File: config.mk
export PLATFORM = sky130hd
export DESIGN_NAME = instr_fetch_unit
export DESIGN_NICKNAME = d
export VERILOG_FILES = /design/src/rtl/proc_isa_pkg.sv /design/src/rtl/isa_decode.sv /design/src/rtl/instr_fetch_unit.sv
export SDC_FILE = /design/constraint.sdc
export NUM_CORES = 1
export LEC_CHECK = 0
export ABC_CLOCK_PERIOD_IN_PS = 3700
export CAP_MARGIN = 10
export CORE_ASPECT_RATIO = 1.1
export CORE_MARGIN = 2
export CORE_UTILIZATION = 46
export CTS_CLUSTER_SIZE = 20
export DETAILED_ROUTE_END_ITERATION = 8
export PLACE_DENSITY_LB_ADDON = 0.3
export SLEW_MARGIN = 0
export SYNTH_ARGS = -nofsm -noshare
export SYNTH_HDL_FRONTEND = slang
export SYNTH_HIERARCHICAL = 1
export SYNTH_SLANG_ARGS = --single-unit
File: constraint.sdc
create_clock -name clk -period 3.7 [get_ports clk]
set_input_delay 0.555 -clock clk [delete_from_list [all_inputs] [get_ports clk]]
set_output_delay 0.555 -clock clk [all_outputs]
set_load 0.005 [all_outputs]
File: src/rtl/proc_isa_pkg.sv
// Shared ISA definitions for the 8-bit processor: opcodes, register indices, fetch FSM encoding.
// Used by the fetch unit, the ROM image builder and the datapath.
package proc_isa_pkg;

    localparam logic [3:0] OP_JC   = 4'd0;
    localparam logic [3:0] OP_JMP  = 4'd1;
    localparam logic [3:0] OP_MOV  = 4'd2;
    localparam logic [3:0] OP_MVI  = 4'd3;
    localparam logic [3:0] OP_INC  = 4'd4;
    localparam logic [3:0] OP_ADD  = 4'd5;
    localparam logic [3:0] OP_SUB  = 4'd6;
    localparam logic [3:0] OP_AND  = 4'd7;
    localparam logic [3:0] OP_OR   = 4'd8;
    localparam logic [3:0] OP_SC   = 4'd9;
    localparam logic [3:0] OP_CC   = 4'd10;
    localparam logic [3:0] OP_PUSH = 4'd11;
    localparam logic [3:0] OP_POP  = 4'd12;
    localparam logic [3:0] OP_IN   = 4'd13;
    localparam logic [3:0] OP_OUT  = 4'd14;
    localparam logic [3:0] OP_NOP  = 4'd15;

    localparam logic [1:0] RA = 2'd0;
    localparam logic [1:0] RB = 2'd1;
    localparam logic [1:0] RC = 2'd2;
    localparam logic [1:0] RD = 2'd3;

    localparam logic [1:0] ST_FETCH = 2'd0;
    localparam logic [1:0] ST_ISSUE = 2'd1;
    localparam logic [1:0] ST_WAIT  = 2'd2;

    // Unprogrammed ROM bytes read as all-ones, which is a NOP.
    localparam logic [7:0] IR_RESET = 8'hFF;

    function automatic logic [15:0] opcode_onehot(input logic [3:0] op);
        return 16'h0001 << op;
    endfunction

endpackage

File: src/rtl/isa_decode.sv
// Combinational opcode decoder: one-hot opcode plus the control-flow flags
// consumed by the next-PC mux.
module isa_decode
    import proc_isa_pkg::*;
(
    input  logic [3:0]  opcode,
    output logic [15:0] op_onehot,
    output logic        is_branch,
    output logic        is_jump
);

    assign op_onehot = opcode_onehot(opcode);
    assign is_branch = (opcode == OP_JC);
    assign is_jump   = (opcode == OP_JMP);

endmodule

File: src/rtl/instr_fetch_unit.sv
// Instruction fetch unit: PC and IR ownership, FETCH/ISSUE/WAIT sequencing,
// and JMP/JC resolution against the datapath carry and RA.
module instr_fetch_unit
    import proc_isa_pkg::*;
#(
    parameter int unsigned           ADDR_W   = 8,
    parameter logic [ADDR_W-1:0]     RESET_PC = '0
) (
    input  logic              clk,
    input  logic              rst_n,
    output logic [ADDR_W-1:0] rom_addr,
    input  logic [7:0]        rom_data,
    input  logic              carry_in,
    input  logic [3:0]        ra_in,
    input  logic              exec_busy,
    output logic [ADDR_W-1:0] pc,
    output logic              instr_valid,
    output logic [3:0]        opcode,
    output logic [1:0]        rd,
    output logic [1:0]        rs,
    output logic [3:0]        imm,
    output logic [15:0]       op_onehot
);

    logic [1:0]        state_q, state_d;
    logic [7:0]        ir_q, ir_d;
    logic [ADDR_W-1:0] pc_q, pc_d;
    logic [15:0]       dec_onehot;
    logic              is_branch;
    logic              is_jump;
    logic [7:0]        jmp_target;

    isa_decode u_isa_decode (
        .opcode    (ir_q[7:4]),
        .op_onehot (dec_onehot),
        .is_branch (is_branch),
        .is_jump   (is_jump)
    );

    assign jmp_target = {ir_q[3:0], ra_in};

    // The PC commits once in ISSUE, so the following FETCH already uses the resolved target.
    always_comb begin
        state_d = state_q;
        ir_d    = ir_q;
        pc_d    = pc_q;
        case (state_q)
            ST_FETCH: begin
                ir_d    = rom_data;
                state_d = ST_ISSUE;
            end
            ST_ISSUE: begin
                if (is_jump) begin
                    pc_d = ADDR_W'(jmp_target);
                end else if (is_branch && carry_in) begin
                    pc_d = pc_q + ADDR_W'(ir_q[3:0]);
                end else begin
                    pc_d = pc_q + ADDR_W'(1);
                end
                state_d = exec_busy ? ST_WAIT : ST_FETCH;
            end
            ST_WAIT: begin
                if (!exec_busy) begin
                    state_d = ST_FETCH;
                end
            end
            default: state_d = ST_FETCH;
        endcase
    end

    always_ff @(posedge clk or negedge rst_n) begin
        if (!rst_n) begin
            state_q <= ST_FETCH;
            ir_q    <= IR_RESET;
            pc_q    <= RESET_PC;
        end else begin
            state_q <= state_d;
            ir_q    <= ir_d;
            pc_q    <= pc_d;
        end
    end

    assign rom_addr    = pc_q;
    assign pc          = pc_q;
    assign instr_valid = (state_q == ST_ISSUE);
    assign opcode      = ir_q[7:4];
    assign rd          = ir_q[3:2];
    assign rs          = ir_q[1:0];
    assign imm         = ir_q[3:0];
    assign op_onehot   = instr_valid ? dec_onehot : 16'h0000;

endmodule
==> results summary, run 1 <==
The clock slew seen by the registers of the worst setup and hold paths came out at 0.10 ns. The remaining antenna violation count after routing is 0. The flow ran to the end, and the final reports show no timing, DRC or antenna violations. The delay of the slowest cell on the worst path is 0.50 ns.

For this configuration, the core starts out at a cell density of 48.56%. Using the TritonRoute via totals, the vias-per-cell ratio works out to 5.533. Setup total negative slack on the finished layout was measured at 0 ns. The count of pins on the block boundary came out at 61. Post-CTS repair changed the size of 0 cells.

The most frequent standard cell in the layout excluding fill and tap cells is sky130_fd_sc_hd__clkdlybuf4s50_1. The clock tree from TritonCTS is built. The maximum VDD drop came out at 0.5169 mV. From synthesis to final layout, the design area changed by 35.33%. The slew of the pin with the lowest slew margin is 0.7729 ns. The worst setup path is of the flop to output pin kind. In the global route stage, overall resource usage came out at 19.57%. The die is 58.09 um wide. CTS saw 18 sinks. The slack of the critical path came out at 0.9428 ns.

STA classifies the critical path startpoint as a flop. The placed instances occupy a cell area of 1967 um^2. Walking the worst path, the cells encountered are nand2b_1 -> inv_2 -> and2_1 -> clkdlybuf4s50_1.

The type of the worst min-delay path is flop to flop. The number of H-tree levels is 1. The vertical die dimension is 63.50 um. The number of instances in the placed design came out at 221.

Static timing analysis puts the maximum clock frequency at 0.3627 GHz. The number of distinct library cells after synthesis came out at 42. The number of global-route vias before repair came out at 1313.

The total of buffers placed on input and output ports is 60. The worst slack at placement came out at 0.9321 ns. STA classifies the critical path endpoint as an output pin.

By area the synthesized netlist is led by sky130_fd_sc_hd__dfrtp_1 (17%), sky130_fd_sc_hd__dfstp_2 (14%), sky130_fd_sc_hd__and2_1 (6.8%). The portion of the clock cycle consumed by the worst path in the final layout came out at 74.52%. The number of antenna violations at the first check in global routing is 0. The library cells used most frequently in the layout, excluding fill and tap cells, are sky130_fd_sc_hd__clkdlybuf4s50_1 (60), sky130_fd_sc_hd__and2_1 (16), sky130_fd_sc_hd__dfrtp_1 (10). The final cell area excluding filler cells is 2003 um^2.

The pin count of the biggest net entering global routing came out at 22. The total DRC errors in the routed layout came out at 0. Buffers inserted during clock tree synthesis total 3. The repair_antennas step left the layout with diodes totalling 0.

The detailed placer's ending HPWL is 2456 um. The number of setup buffers added after CTS is 0. The area inside the core boundary is 3048 um^2. The number of hold violations in the final report is 0. The share of Yosys cell area claimed by the top area cell type came out at 16.91%.

For the worst-skew pair, the clock arrives at the later sink with an insertion delay of 0.29 ns. The number of buffers between clock root and the deepest sink came out at 2. The sequential share of the synthesized area came out at 31.11%. Excluding fillers, the count of instances in the completed layout stands at 225. The data required time at the worst endpoint is 3.14 ns.

The setup skew after layout is 0.004691 ns. The largest fanout of any net on the critical path is 21. The synthesized area per cell is 10.07 um^2. The relative slew slack is 48.31%. The last weighted congestion value of the routability-driven placer is 0.7491. The proportion of layout cells with a drive suffix above 1 is 15.71%. The first routing iteration left 39 violations. Setup violations remaining at the end of the flow were counted as 0.

In the final routed layout, each cell accounts on average for 14.80 um. The count of filler cells inserted in the layout is 262. The clock period could shrink to 2.757 ns. The first global-routing pass estimated 5796 um of wire. The utilization after layout is 65.72%. The data arrival time of the critical path came out at 2.20 ns. The cell area after synthesis is 1480 um^2.

The final layout contains 213 nets. In the final layout, flip-flops and latches occupy 460.4 um^2. The number of maximum-capacitance constraint violations came out at 0. The ratio of total power to cell area is 776.9 nW/um^2. The tree is rooted in a sky130_fd_sc_hd__clkbuf_4. The area of the die is 3688 um^2.

The count of state elements after synthesis is 18. The total number of vias is 1245. Summing all multi-input logic gate instances after layout gives 833.3 um^2. The number of max-slew violations in the final report is 0. For this run, the detailed router's first-pass iteration total came to 4. Among all stages on the critical path, the largest delay is contributed by sky130_fd_sc_hd__clkdlybuf4s50_1.

The count of warnings emitted by yosys came out at 6. The routed design has 3331 um of wire. The synthesized netlist cell count is 147. The net count of the mapped netlist came out at 168. Setup repair after global routing left no endpoint under its margin. Buffers inserted to repair hold after CTS numbered 0. Summed over all layers, the global routing overflow is 0. After floorplanning, the core was divided into 21 placement rows.

Summed over all cells, the static leakage comes to 0.8310 nW. Of all cell types, the one taking the most synthesized area is sky130_fd_sc_hd__dfrtp_1.
-- per-layer routing --
metal | wire length [um] | GRT usage [%] | vias to the layer above
met1 | 1397 | 24.27 | 577
met3 | 193 | 4.928 | 2
met2 | 1728 | 33.81 | 59
met5 | 0 | 0 | -
met4 | 11 | 4.070 | 0
li1 | - | - | 607
-- layout make-up --
cell class                 count  area share, %
tap                           34          2.124
sequential                    18          22.99
multi-input combinational    102          41.60
clock buffer                   4          1.811
inverter                       6          1.124
timing repair buffer          61          30.36
-- power breakdown --
part           internal, mW  switching [mW]  leakage (nW)
Sequential            0.330           0.240         0.200
Combinational         0.547           0.319         0.610
Clock                0.0600          0.0595        0.0210
Total                 0.937           0.619         0.831
-- path summary, 6_finish.rpt --
kind | start | to | slack, ns | cells past startpoint
min in group asynchronous | rst_n | pc[1] | 0.70 | 1
min | state_q[0] | state_q[0] | 0.55 | 1
max | state_q[1] | op_onehot[3] | 0.94 | 4
min reg2reg | state_q[0] | state_q[0] | 0.55 | 1
max reg2reg | ir_q[6] | pc[6] | 1.03 | 10
max in group asynchronous | rst_n | pc[0] | 2.51 | 1
-- registers in the layout (all words and copies together) (netlist names) --
signal   cells
ir_q         8
state_q      2
pc           8
-- stage by stage --
step | total power, mW | hold slack [ns]
4_1_cts | 1.568 | 0.5501
2_1_floorplan | 1.105 | 0.2594
5_1_grt | 1.682 | 0.5757
3_3_place_gp | 1.401 | 0.5067
6_report | 1.556 | 0.5520
3_5_place_dp | 1.441 | 0.5334
-- kinds of logic after synthesis --
| family | share of synthesized area (%) |
|---|---|
| flops | 31.11 |
| fa+ha+maj | 4.734 |
| compound gates | 9.637 |
| simple gates | 33.90 |
| mux | 7.439 |
| xor+xnor | 0.5918 |
| buf+inv | 12.60 |
-- worst max-delay path, delay by kind of cell (launching register included) --
kind,cells,cell delay [ns]
buf+inv,2,0.86
simple gates,2,0.62
flops,1,0.42
-- cells in the mapped netlist --
cell                       count
sky130_fd_sc_hd__fa_1          1
sky130_fd_sc_hd__nand2_1       7
sky130_fd_sc_hd__a21oi_1       6
sky130_fd_sc_hd__ha_1          4
sky130_fd_sc_hd__and4b_1       4
sky130_fd_sc_hd__buf_4        12
sky130_fd_sc_hd__nand3b_1      1
sky130_fd_sc_hd__nor4b_4       3
sky130_fd_sc_hd__o21bai_1      1
sky130_fd_sc_hd__and3_1        2
sky130_fd_sc_hd__inv_1         5
sky130_fd_sc_hd__nand3_1       6
sky130_fd_sc_hd__inv_2         1
sky130_fd_sc_hd__and2_1       16
sky130_fd_sc_hd__or4_1         1
sky130_fd_sc_hd__nor2_1        5
sky130_fd_sc_hd__or2b_1        1
sky130_fd_sc_hd__xor2_1        1
sky130_fd_sc_hd__nor3_1        2
sky130_fd_sc_hd__nand2b_1      2
sky130_fd_sc_hd__clkbuf_1      2
sky130_fd_sc_hd__dfstp_2       8
sky130_fd_sc_hd__mux2_2        8
sky130_fd_sc_hd__and4bb_1      6
sky130_fd_sc_hd__nor2b_1       1
sky130_fd_sc_hd__nor4_1        1
sky130_fd_sc_hd__a41oi_1       1
sky130_fd_sc_hd__mux2i_1       2
sky130_fd_sc_hd__buf_6         5
sky130_fd_sc_hd__nor2_2        1
sky130_fd_sc_hd__buf_2         2
sky130_fd_sc_hd__a211oi_1      2
sky130_fd_sc_hd__a311o_1       1
sky130_fd_sc_hd__a21o_1        2
sky130_fd_sc_hd__o21ai_0       6
sky130_fd_sc_hd__nor4_2        2
sky130_fd_sc_hd__dfrtp_1      10
sky130_fd_sc_hd__nor4b_2       2
sky130_fd_sc_hd__o311a_1       1
sky130_fd_sc_hd__o22a_1        1
sky130_fd_sc_hd__a21boi_0      1
sky130_fd_sc_hd__and4_1        1
Power figures use the tool's default switching activity.
==> run 2: changes to the inputs <==
Settings changed: ABC_CLOCK_PERIOD_IN_PS 3700 to 2300, CORE_UTILIZATION 46 to 39.
Clock period 3.7 ns to 2.3 ns, I/O delays scaled along.
==> results summary, run 2 (same netlist as run 1, synthesis figures left out) <==
The detailed placer's ending HPWL came out at 2604 um (was 2456 um). The proportion of layout cells with a drive suffix above 1 came out at 24.38% (was 15.71%). The count of non-filler cells in the finished layout is 251 (was 225). The ratio of total power to cell area came out at 1272 nW/um^2 (was 776.9 nW/um^2). Status: completed (unchanged). Most frequent cells in the layout: sky130_fd_sc_hd__clkdlybuf4s50_1 (60), sky130_fd_sc_hd__and2_1 (16), sky130_fd_sc_hd__dfrtp_1 (10) (unchanged). The per-cell via count in the routed design came to 4.992 (was 5.533).

The start-to-end type of the worst setup path is flop to flop (was flop to output pin). The leakage power total came out at 0.8906 nW (was 0.8310 nW). The root buffer selected by CTS is sky130_fd_sc_hd__clkbuf_8 (was sky130_fd_sc_hd__clkbuf_4). The relative slew slack is 44.37% (was 48.31%). The met1 wire length came out at 1590 um (was 1397 um). The initial standard-cell utilization of the core is 40.50% (was 48.56%). The number of global-route vias before repair is 1266 (was 1313). The peak clock frequency supported by timing came out at 0.4395 GHz. The count of pins on the block boundary came to 61 (unchanged). The maximum VDD drop is 0.6894 mV (was 0.5169 mV). The vertical die dimension came out at 68.62 um (was 63.50 um).

The data required time at the worst endpoint is 2.43 ns (was 3.14 ns). The data arrival time of the critical path is 2.41 ns (was 2.20 ns). The aggregate routed wire length is 3607 um (was 3331 um). The number of instances in the placed design came out at 245 (was 221).

The slack of the critical path came out at 0.02467 ns (was 0.9428 ns). The sum of met3 wire segment lengths after detailed routing came out at 125 um (was 193 um). The total routing usage reported by global routing was 17.19% (was 19.57%). The number of hold violations in the final report came out at 0 (unchanged). The total DRC errors in the routed layout is 0 (unchanged). The final setup violation count is 0 (unchanged). The area growth from synthesis to layout came out at 47.00% (was 35.33%).

The die span in x is 62.74 um (was 58.09 um). The pin count of the biggest net entering global routing came to 22 (unchanged). The iteration-0 DRC count of the detailed router is 37 (was 39). The total global routing overflow came to 0 (unchanged).

The area inside the core boundary came to 3655 um^2 (was 3048 um^2). The setup skew after layout came to 0.004606 ns (was 0.004691 ns). The number of buffers between clock root and the deepest sink is 2 (unchanged). The total number of vias came to 1253 (was 1245). The global-route wire length before repair came to 5940 um (was 5796 um). The hold buffer count at CTS is 0 (unchanged). The number of maximum-capacitance constraint violations is 0 (unchanged). The largest fanout of any net on the critical path is 4 (was 21). The clock slew seen by the registers of the worst setup and hold paths is 0.07 ns (was 0.10 ns). The total length of routed met2 wires is 1880 um (was 1728 um). The worst path uses 98.93% of the clock period. The number of max-slew violations in the final report came out at 0 (unchanged). The slew of the pin with the lowest slew margin is 0.8319 ns (was 0.7729 ns). The number of nets in the final layout was 223 (was 213). The last weighted congestion value of the routability-driven placer is 0.7788 (was 0.7491). The cell count of the worst reg-to-reg path is 10 (unchanged). The highest routing layer actually used is met4 (unchanged). The detailed-routing iteration count for the pre-antenna-repair pass came to 4 (unchanged). The antenna cell count came to 0 (unchanged). The type of the worst min-delay path is flop to flop (unchanged). The remaining antenna violation count after routing came out at 0 (unchanged).

The number of antenna violations at the first check in global routing came out at 0 (unchanged). The most frequent standard cell in the layout excluding fill and tap cells is sky130_fd_sc_hd__clkdlybuf4s50_1 (unchanged). The sort of element at the start of the critical path is a flop (unchanged). The post-layout total power came out at 2.769 mW (was 1.556 mW).

The worst slack at placement was -0.1536 ns (was 0.9321 ns). The utilization after layout came to 59.53% (was 65.72%). Setup repair after global routing missed its margin: yes (was no). The endpoint kind of the worst setup timing path is a flop (was output pin). The area of the die came out at 4305 um^2 (was 3688 um^2). The worst path needs 2.275 ns of the cycle, external delays included. The average detailed-routed wire length per instance came out at 14.37 um (was 14.80 um). The number of clock sinks came out at 18 (unchanged). The clock tree from TritonCTS is built (unchanged). The total number of placement rows is 23 (was 21). The final sum of negative setup slack came out at 0 ns (unchanged).

The number of buffers created by CTS came to 3 (unchanged). The clock insertion delay at the later pin of the skew report came out at 0.25 ns (was 0.29 ns). The flop-to-flop setup slack came out at 0.02 ns (was 1.03 ns). The total of buffers placed on input and output ports came out at 60 (unchanged).

The number of H-tree levels is 1 (unchanged). The worst hold path depth is 1 (unchanged).
## run 2: worst paths after layout
path / from / end
min in group asynchronous: rst_n / pc[1]
max in group asynchronous: rst_n / state_q[1]
setup / recovery: ir_q[7] / pc[6]
hold / removal: state_q[1] / state_q[0]
setup reg to reg: ir_q[7] / pc[6]
hold reg to reg: state_q[1] / state_q[0]
## run 2: report_power, final
group | leakage [nW] | internal (mW) | total, mW | switching [mW]
Combinational | 0.662 | 1.03 | 1.79 | 0.762
Sequential | 0.200 | 0.526 | 0.725 | 0.199
Clock | 0.0288 | 0.152 | 0.255 | 0.104
## run 2: routing by layer
metal | up-vias | track usage [%]
met4 | 0 | 1.944
met2 | 29 | 32.39
met1 | 599 | 21.17
li1 | 623 | -
met5 | - | 0
met3 | 2 | 3.571
## run 2: worst max-delay path, stage by stage (launching register included)
cell and delay [ns]:
sky130_fd_sc_hd__dfstp_2 0.57, sky130_fd_sc_hd__nor4_4 0.07, sky130_fd_sc_hd__nand3b_1 0.10, sky130_fd_sc_hd__ha_2 0.19
sky130_fd_sc_hd__inv_2 0.04, sky130_fd_sc_hd__fa_2 0.39, sky130_fd_sc_hd__inv_2 0.05, sky130_fd_sc_hd__a21o_1 0.12
sky130_fd_sc_hd__a21oi_2 0.07, sky130_fd_sc_hd__or4_4 0.42, sky130_fd_sc_hd__o311a_1 0.14
## run 2: per-stage QoR
| step | hold WS [ns] | cell area, um^2 |
|---|---|---|
| after floorplan | 0.04941 | 1494 |
| after global placement | 0.5134 | 2061 |
| after detailed placement | 0.5311 | 2061 |
| after CTS | 0.5373 | 2125 |
| after global routing | 0.5627 | 2176 |
| final | 0.5296 | 2176 |
## run 2: final cells by class
class / count / area (um^2)
multi-input cells: 102 / 877.1
clock buffers: 4 / 55.05
fillers: 343 / 1479
flip-flops and latches: 18 / 460.4
well taps: 50 / 62.56
inverters: 6 / 22.52
repair buffers: 71 / 698.2
## run 2: what timing repair did
action                                  in CTS  in global routing
setup buffers                                0                  3
gates resized for setup                      2                 10
pin swaps                                    3                  6
endpoints found under the setup margin       2                 17
==> run 3: changes to the inputs <==
==> constraint.sdc (replaced) <==
create_clock -name clk -period 2.3 [get_ports clk]
set_input_delay 0.345 -clock clk [delete_from_list [all_inputs] [get_ports clk]]
set_output_delay 0.345 -clock clk [all_outputs]
set_load 0.02 [all_outputs]
==> results summary, run 3 (same netlist as run 1, synthesis figures left out) <==
The portion of the clock cycle consumed by the worst path in the final layout is 96.71% (was 98.93%). The final setup violation count is 0 (unchanged). The total number of vias is 1278 (was 1253). The number of buffers created by CTS came out at 3 (unchanged). The switching share of power came out at 45.33% (was 38.43%).

Most frequent cells in the layout: sky130_fd_sc_hd__clkdlybuf4s50_1 (45), sky130_fd_sc_hd__and2_1 (16), sky130_fd_sc_hd__dfrtp_1 (10) (was sky130_fd_sc_hd__clkdlybuf4s50_1 (60), sky130_fd_sc_hd__and2_1 (16), sky130_fd_sc_hd__dfrtp_1 (10)). The number of nets in the final layout is 221 (was 223). The relative contribution of the clock network to total power came out at 8.6% (was 9.2%). The data arrival time of the critical path came out at 2.37 ns (was 2.41 ns). The number of antenna violations at the first check in global routing is 0 (unchanged). The number of H-tree levels is 1 (unchanged).

The root buffer selected by CTS is sky130_fd_sc_hd__clkbuf_8 (unchanged). The worst hold path depth came to 1 (unchanged). The count of pins on the block boundary came to 61 (unchanged). The initial standard-cell utilization of the core is 40.50% (unchanged).

The detailed placer's ending HPWL is 2611 um (was 2604 um). The post-layout total power is 3.057 mW (was 2.769 mW). The remaining antenna violation count after routing came to 0 (unchanged).

The most common cell type on the critical path is sky130_fd_sc_hd__inv_2 (unchanged). Setup repair after global routing missed its margin: yes (unchanged). The total routing usage reported by global routing is 17.00% (was 17.19%). The per-cell via count in the routed design is 5.133 (was 4.992). The vertical die dimension is 68.62 um (unchanged). The utilization after layout came out at 59.16% (was 59.53%). The detailed-routing iteration count for the pre-antenna-repair pass came out at 4 (unchanged).

The delay of the slowest cell on the worst path came out at 0.56 ns (was 0.57 ns). The aggregate routed wire length came to 3588 um (was 3607 um). The die span in x came out at 62.74 um (unchanged). The average detailed-routed wire length per instance came to 14.41 um (was 14.37 um). The setup skew after layout was 0.003424 ns (was 0.004606 ns). The slack of the critical path is 0.07569 ns (was 0.02467 ns). The number of maximum-capacitance constraint violations was 0 (unchanged).

The fraction of power consumed by sequential logic came to 24.1% (was 26.2%). The total DRC errors in the routed layout is 0 (unchanged). The number of buffers between clock root and the deepest sink is 2 (unchanged). Critical Path, Cell by Cell: nor4_4 -> nand3b_1 -> ha_2 -> inv_2 -> fa_2 -> inv_2 -> a21o_1 -> a21oi_2 -> or4_1 -> o311a_1 (was nor4_4 -> nand3b_1 -> ha_2 -> inv_2 -> fa_2 -> inv_2 -> a21o_1 -> a21oi_2 -> or4_4 -> o311a_1). The number of global-route vias before repair came to 1211 (was 1266). The number of clock sinks came out at 18 (unchanged). The iteration-0 DRC count of the detailed router was 26 (was 37). The antenna cell count is 0 (unchanged). The most frequent standard cell in the layout excluding fill and tap cells was sky130_fd_sc_hd__clkdlybuf4s50_1 (unchanged).

The area growth from synthesis to layout is 46.07% (was 47.00%). The pin count of the biggest net entering global routing is 22 (unchanged). The hold buffer count at CTS is 0 (unchanged). The total of buffers placed on input and output ports came out at 60 (unchanged). The cell count of the worst reg-to-reg path was 10 (unchanged).

The leakage power total came out at 1.052 nW (was 0.8906 nW). The total global routing overflow is 0 (unchanged). The last weighted congestion value of the routability-driven placer was 0.8126 (was 0.7788). The data required time at the worst endpoint is 2.44 ns (was 2.43 ns). The final sum of negative setup slack was 0 ns (unchanged).

The type of the worst min-delay path was flop to flop (unchanged). The post-detailed-placement cell area was 2057 um^2 (was 2061 um^2). The total number of placement rows is 23 (unchanged). The area inside the core boundary came out at 3655 um^2 (unchanged). The clock tree from TritonCTS is built (unchanged). The internal cell power came out at 1.671 mW (was 1.705 mW). The area of the die is 4305 um^2 (unchanged). The fraction of power consumed by combinational cells was 67.3% (was 64.6%). The ratio of total power to cell area is 1414 nW/um^2 (was 1272 nW/um^2).

The clock insertion delay at the later pin of the skew report came to 0.26 ns (was 0.25 ns). The clock slew seen by the registers of the worst setup and hold paths is 0.07 ns (about the same). The count of filler cells inserted in the layout is 349 (was 343). Status: completed (unchanged). The endpoint kind of the worst setup timing path is a flop (unchanged). The relative slew slack is 44.71% (was 44.37%). The sort of element at the start of the critical path is a flop (unchanged). The clock period minus worst slack came out at 2.224 ns (was 2.275 ns). The slew of the pin with the lowest slew margin is 0.8267 ns (was 0.8319 ns).

The peak clock frequency supported by timing is 0.4496 GHz (was 0.4395 GHz). The number of max-slew violations in the final report was 0 (unchanged). The final cell area excluding filler cells is 2162 um^2 (was 2176 um^2). The worst slack at placement came out at -0.1059 ns (was -0.1536 ns). The number of hold violations in the final report is 0 (unchanged). The proportion of layout cells with a drive suffix above 1 came out at 23.62% (was 24.38%).

The largest fanout of any net on the critical path is 4 (unchanged). The maximum VDD drop is 0.7279 mV (was 0.6894 mV). The global-route wire length before repair came to 5720 um (was 5940 um). The reported net switching power was 1.386 mW (was 1.064 mW). The start-to-end type of the worst setup path is flop to flop (unchanged). The slowest stage cell on the critical path is sky130_fd_sc_hd__dfstp_2 (unchanged).
==> run 3: metal layers <==
layer	wire [um]	GRT usage, %	part of all wire, %
met5	0	0	0
met4	25	4.167	0.70
met3	135	3.409	3.8
met2	1895	31.99	53
met1	1532	20.22	43
==> run 3: critical path: cells and delay by family (launching register included) <==
family | cells | cell delay [ns]
AOI/OAI and AO/OA | 3 | 0.33
adders and majority gates | 2 | 0.55
and+or+nand+nor | 3 | 0.57
buffers and inverters | 2 | 0.09
DFF | 1 | 0.56
==> run 3: area by class of cell <==
cell class	instances	area [um^2]	area share, %
Timing Repair Buffer	69	690.7	31.94
Multi-Input combinational cell	102	870.8	40.28
Clock buffer	4	55.05	2.546
Inverter	6	22.52	1.042
Tap cell	50	62.56	2.894
Sequential cell	18	460.4	21.30
==> run 3: power by group through the flow <==
stage | Combinational, mW | Clock (mW) | Sequential (mW)
after global placement | 2.00 | 0 | 0.714
after floorplan | 1.25 | 0 | 0.880
after global routing | 2.22 | 0.283 | 0.764
after detailed placement | 2.03 | 0 | 0.730
after CTS | 2.05 | 0.267 | 0.732
final | 2.06 | 0.264 | 0.737
==> run 3: final timing paths <==
check,end,from,slack [ns]
worst max-delay path,pc[6],ir_q[5],0.08
worst min-delay path,state_q[0],state_q[0],0.55
worst max register to register,pc[6],ir_q[5],0.08
worst min register to register,state_q[0],state_q[0],0.55
max in group asynchronous,state_q[0],rst_n,1.23
min in group asynchronous,pc[1],rst_n,0.56
==> run 3: what timing repair did <==
action                                  in CTS  in global routing
buffers inserted                             0                  1
pin swaps                                    0                  8
endpoints found under the setup margin      15                 11
resized for setup                           12                 14
==> run 3: through the flow <==
step,instances,hold WS (ns)
detailed placement,244,0.5399
CTS,248,0.5510
global route,249,0.5798
finish,249,0.5473
global placement,244,0.5158
floorplan,147,0.04941
